### src/rtl/bp_update_queue.sv
// In-order LHT update queue: entries are enqueued at dispatch, resolved out of
// order by tag, and drained from the head into the LHT write port with one-cycle forwarding.
module bp_update_queue #(
    parameter int QUEUE_DEPTH = 8,
    parameter int LHT_DEPTH   = 64,
    localparam int TW = $clog2(QUEUE_DEPTH),
    localparam int IW = $clog2(LHT_DEPTH)
) (
    input  logic          clk,
    input  logic          rst,
    input  logic          enq_valid,
    output logic          enq_ready,
    input  logic [IW-1:0] enq_idx,
    input  logic [1:0]    enq_state,
    output logic [TW-1:0] enq_tag,
    input  logic          res_valid,
    input  logic [TW-1:0] res_tag,
    input  logic          res_taken,
    output logic          res_mispredict,
    input  logic          flush,
    output logic          branch_we,
    output logic [IW-1:0] write_idx,
    output logic          branch_taken,
    output logic [1:0]    bp_prev_state,
    output logic [TW:0]   count
);

    localparam logic [1:0] SNT = 2'd0;
    localparam logic [1:0] WNT = 2'd1;
    localparam logic [1:0] WT  = 2'd2;
    localparam logic [1:0] ST  = 2'd3;

    logic [QUEUE_DEPTH-1:0] entry_valid;
    logic [QUEUE_DEPTH-1:0] entry_resolved;
    logic [QUEUE_DEPTH-1:0] entry_taken;
    logic [IW-1:0]          entry_idx   [QUEUE_DEPTH];
    logic [1:0]             entry_state [QUEUE_DEPTH];

    logic [TW-1:0] head;
    logic [TW-1:0] tail;
    logic          last_we;
    logic [IW-1:0] last_idx;
    logic [1:0]    last_next;

    logic head_valid;
    logic drain;
    logic res_hit;
    logic accept;

    function automatic logic [1:0] next_state(input logic [1:0] s, input logic t);
        case (s)
            SNT:     return t ? WNT : SNT;
            WNT:     return t ? WT  : SNT;
            WT:      return t ? ST  : WNT;
            default: return t ? ST  : WT;
        endcase
    endfunction

    assign enq_ready  = (count < (TW+1)'(QUEUE_DEPTH));
    assign enq_tag    = tail;
    assign accept     = enq_valid && enq_ready;
    assign head_valid = entry_valid[head];
    assign drain      = head_valid && entry_resolved[head] && !flush && !rst;
    assign res_hit    = res_valid && entry_valid[res_tag] && !entry_resolved[res_tag];

    // Predicted direction is the MSB of the two-bit counter (wt/st are taken).
    assign res_mispredict = res_hit && (entry_state[res_tag][1] != res_taken);

    assign branch_we    = drain;
    assign write_idx    = head_valid ? entry_idx[head] : '0;
    assign branch_taken = head_valid ? entry_taken[head] : 1'b0;

    // The previous drain's write may not be visible in the LHT yet, so its result wins on an index match.
    always_comb begin
        bp_prev_state = WNT;
        if (head_valid) begin
            if (last_we && (last_idx == entry_idx[head]))
                bp_prev_state = last_next;
            else
                bp_prev_state = entry_state[head];
        end
    end

    always_ff @(posedge clk) begin
        if (rst || flush) begin
            entry_valid    <= '0;
            entry_resolved <= '0;
            entry_taken    <= '0;
            head           <= '0;
            tail           <= '0;
            count          <= '0;
            last_we        <= 1'b0;
            last_idx       <= '0;
            last_next      <= WNT;
        end else begin
            last_we <= drain;
            if (drain) begin
                last_idx  <= entry_idx[head];
                last_next <= next_state(bp_prev_state, branch_taken);
            end
            if (res_hit) begin
                entry_resolved[res_tag] <= 1'b1;
                entry_taken[res_tag]    <= res_taken;
            end
            if (drain) begin
                entry_valid[head]    <= 1'b0;
                entry_resolved[head] <= 1'b0;
                head                 <= head + TW'(1);
            end
            // A full queue never accepts, so tail cannot collide with the draining head.
            if (accept) begin
                entry_valid[tail]    <= 1'b1;
                entry_resolved[tail] <= 1'b0;
                entry_taken[tail]    <= 1'b0;
                entry_idx[tail]      <= enq_idx;
                entry_state[tail]    <= enq_state;
                tail                 <= tail + TW'(1);
            end
            case ({accept, drain})
                2'b10:   count <= count + (TW+1)'(1);
                2'b01:   count <= count - (TW+1)'(1);
                default: count <= count;
            endcase
        end
    end

endmodule

### config.mk
export PLATFORM = sky130hd
export DESIGN_NAME = bp_update_queue
export DESIGN_NICKNAME = d
export VERILOG_FILES = /design/src/rtl/bp_update_queue.sv
export SDC_FILE = /design/constraint.sdc
export NUM_CORES = 1
export LEC_CHECK = 0
export CAP_MARGIN = 25
export CORE_MARGIN = 4
export CORE_UTILIZATION = 50
export CTS_BUF_LIST = sky130_fd_sc_hd__clkbuf_2 sky130_fd_sc_hd__clkbuf_4 sky130_fd_sc_hd__clkbuf_8
export CTS_CLUSTER_DIAMETER = 120
export DETAILED_ROUTE_END_ITERATION = 10
export GPL_ROUTABILITY_DRIVEN = 0
export PLACE_DENSITY = 0.69
export SLEW_MARGIN = 5
export SYNTH_ARGS = -nofsm -noshare
export SYNTH_HDL_FRONTEND = slang
export SYNTH_SLANG_ARGS = --single-unit
### constraint.sdc
create_clock -name clk -period 4.5 [get_ports clk]
set_clock_uncertainty 0.15 [all_clocks]
set_input_delay 0.45 -clock clk [delete_from_list [all_inputs] [get_ports clk]]
set_output_delay 0.45 -clock clk [all_outputs]
set_load 0.05 [all_outputs]
==> impl_results.md <==
* Status: finished, final reports clean
* Initial Util at 0.510
* Total gr overflow at 0
* Layout cells sized above 1 at 0.129
* Internal power at approximately 1.4 mW
* # nets final at between 400 and 500
* Critical path class: register to output pin
* Initial DRC Count at 238
* Final hold violations at 0
* # diodes at 0
* Most common cell in the netlist: edfxtp_1
* Leakage power at 1.99 nW
* DIE AREA at 12200 µm²
* CP Launch Type: register
* # resized after CTS at 0
* Number of synthesis warnings at 0
* Non-filler cells, final at approximately 600
* Hold Crit Class: register to register
* Synth cell count leaders: 64 x edfxtp_1, 46 x dfxtp_1, 46 x nor2_1, 37 x nand2_1, 36 x mux2i_1
* Compound-gate portion of the synthesized area at 0.0932
* RSZ-0062 raised after global routing: false
* Asr flop ratio synth at 0
* DR vias at 3373
* Post-DP Area at around 5700 µm²
* Pwr Density at roughly 300 nW/µm²
* Max VDD drop at 0.000173 V
* Sw frac at 0.233
* Fmax at 0.239 GHz
* TritonCTS clock tree: yes
* Setup_tns at 0 ps
* Detail Route Antenna Nets at 0
* Clk network pwr share at 0.346
* Tot GR Track Use at 0.194
* # DRC at 0
* Detailed placement HPWL at 7740 µm
* Multiplexer share of the synthesized area at 0.144
* Hold buffers post-CTS at 0
* Die width at 110 µm
* Number of global-route vias before repair at 3263
* CTS buffer count at 9
* Largest family of logic cells by synthesized area: multiplexers
* DR vias/cell at 5.60
* Reg-to-Reg Start: head[0]$_SDFFE_PP0N_
* Pins over their slew limit at 0
* Fraction of the mapped netlist area in adder cells at 0.0237
* Period utilisation layout at 0.929
* Simple-gate share of the synthesized area at 0.130
* PortBufs at 35
* Largest net degree at the start of global routing at 30
* Post-synth EDFFs at 64
* IO Count at 36
* Seq pwr share at 0.596
* # Max-Cap Violations at 0
* Syn_nets at 449
* Primary FF master, synth: edfxtp_1
* Setup slack, reg-to-reg at 870 ps
* Worst-Margin Slew at 932 ps
* Root Buffer: clkbuf_8
* CP Capture Type: output pin
* CP required at ~4000 ps
* Initial antenna violation count at 0
* DR WL/cell at 18.0 µm
* CTS H-tree depth at 3
* Worst hold start: entry_taken[6]$_SDFF_PP0_
* Inst Count DP at between 500 and 600
* First-pass GRT wire length at 17600 µm
* Synthesis-to-finish area growth at 12.5%
* CP Data Arrival Time at between 3000 and 4000 ps
* Top cells by area, synth: edfxtp_1 37%, dfxtp_1 18%, mux2i_1 6.9%
* # setup viols final at 0
* Skew-Pair Late Insertion Delay at 380 ps
* Comb power frac at 0.058
* Core area at 10300 µm²
* Mapped Area at approximately 5200 µm²
* Std cell rows at 37
* Tmin final at approximately 4200 ps
* Reg clk slew, reported paths at 110 ps
* Max FO, Critical Path at 13
* Min Hold Slack at approximately 310 ps
* Synth Register Bits at 110
* WL final at 10800 µm
* Post-Synth XOR/XNOR Area at 0.0258
* Fillers at 872
* Design area at ~5900 µm²
* Synth Area per Inst at between 10 and 15 µm²
* Area leader, netlist: edfxtp_1
* Setup bufs post-CTS at 0
* Post-synthesis cell count at around 430
* Psw at 419 µW
* Final Util at 0.573
* Worst rel slew slack at 0.376
* Yosys top cell area share at 0.367
* Clock sinks at 110
* Die H at roughly 110 µm
* Register area share after synthesis at 0.543
* First-pass detailed-route iteration total at 4
* Post-synthesis cell type count at 67
* Longest Clk Path Bufs at 2
==> area by class of cell <==
class | instances | area (µm²) | area share
Timing Repair Buffer | 48 | 448 | 0.0760
Tap cell | 136 | 170 | 0.0289
Clock inverter | 7 | 83.8 | 0.0142
Inverter | 11 | 41.3 | 0.00701
Sequential cell | 110 | 2840 | 0.483
Clock buffer | 9 | 124 | 0.0210
Multi-Input combinational cell | 281 | 2180 | 0.370
==> stage by stage <==
stage	power (mW)	setup WS (ps)
after floorplan	1.15	1110
after global placement	1.20	658
after detailed placement	1.20	681
after CTS	1.81	297
after global routing	1.87	9.38
final	1.80	321
==> worst paths after layout <==
path | endpoint | cells after the start
max | bp_prev_state[1] | 8
min | entry_taken[6]$_SDFF_PP0_ | 2
min reg2reg | entry_taken[6]$_SDFF_PP0_ | 2
max reg2reg | count[3]$_SDFFE_PP0P_ | 12
==> sequential cells by signal (all words and copies together) (netlist names), named ones only <==
| register | count |
|---|---|
| count | 4 |
| entry_valid | 8 |
| last_next | 2 |
| entry_state | 16 |
| entry_taken | 8 |
| entry_resolved | 8 |
| entry_idx | 48 |
| last_idx | 6 |
| enq_tag | 3 |
| head | 3 |
| last_we | 1 |
==> cells by family (layout without fill, tap and decap cells) <==
family          Yosys count  after routing
compound gates           63             63
xor+xnor                 12             12
fa+ha+maj                10             10
buf+inv                  35             75
flops                   110            110
mux                      57             57
simple gates            139            139
==> power by group through the flow <==
stage          Sequential [mW]  Combinational (mW)  Clock, mW
2_1_floorplan             1.10              0.0571          0
3_3_place_gp              1.09               0.102          0
3_5_place_dp              1.09               0.104          0
4_1_cts                   1.07               0.104      0.639
5_1_grt                   1.07               0.113      0.685
6_report                  1.07               0.104      0.621
==> metal layers <==
layer / wire [µm] / GRT usage / part of all wire / vias up
met2: 5030 / 0.299 / 0.46 / 84
met3: 601 / 0.0454 / 0.055 / 12
met1: 5060 / 0.277 / 0.47 / 1640
met4: 148 / 0.0545 / 0.014 / 0
li1: - / - / - / 1637
met5: 0 / 0 / 0 / -
==> critical path, stage by stage (launching register included) <==
cell	delay [ps]
dfxtp_1	810
buf_4	330
mux2i_1	100
a22oi_1	290
and3_1	250
o2111ai_4	190
o21ba_1	210
nor3_1	180
clkdlybuf4s50_1	830
==> cells in the final DEF (no fill, tap or decap), types with 3 or more instances in the layout <==
cell and instances:
nor2b_1 7, mux2i_1 36, xnor2_1 3, mux4_2 11, a31o_1 5, clkbuf_8 9, nor4b_1 3, nand2_1 37
a22o_1 3, nand2b_1 6, a22oi_1 3, buf_4 13, xor2_1 5, o211a_1 6, nor2_1 46, a31oi_1 4
o211ai_1 3, nor4_1 3, inv_6 3, inv_1 10, xor2_2 4, clkdlybuf4s50_1 35, nor3_1 12, nand3b_1 6
a21o_1 3, dfxtp_1 46, edfxtp_1 64, or3_1 5, nand3_1 4, mux2_2 6, maj3_1 3, a21oi_1 17
ha_1 5
No activity file was read; power rests on OpenSTA's default activity.
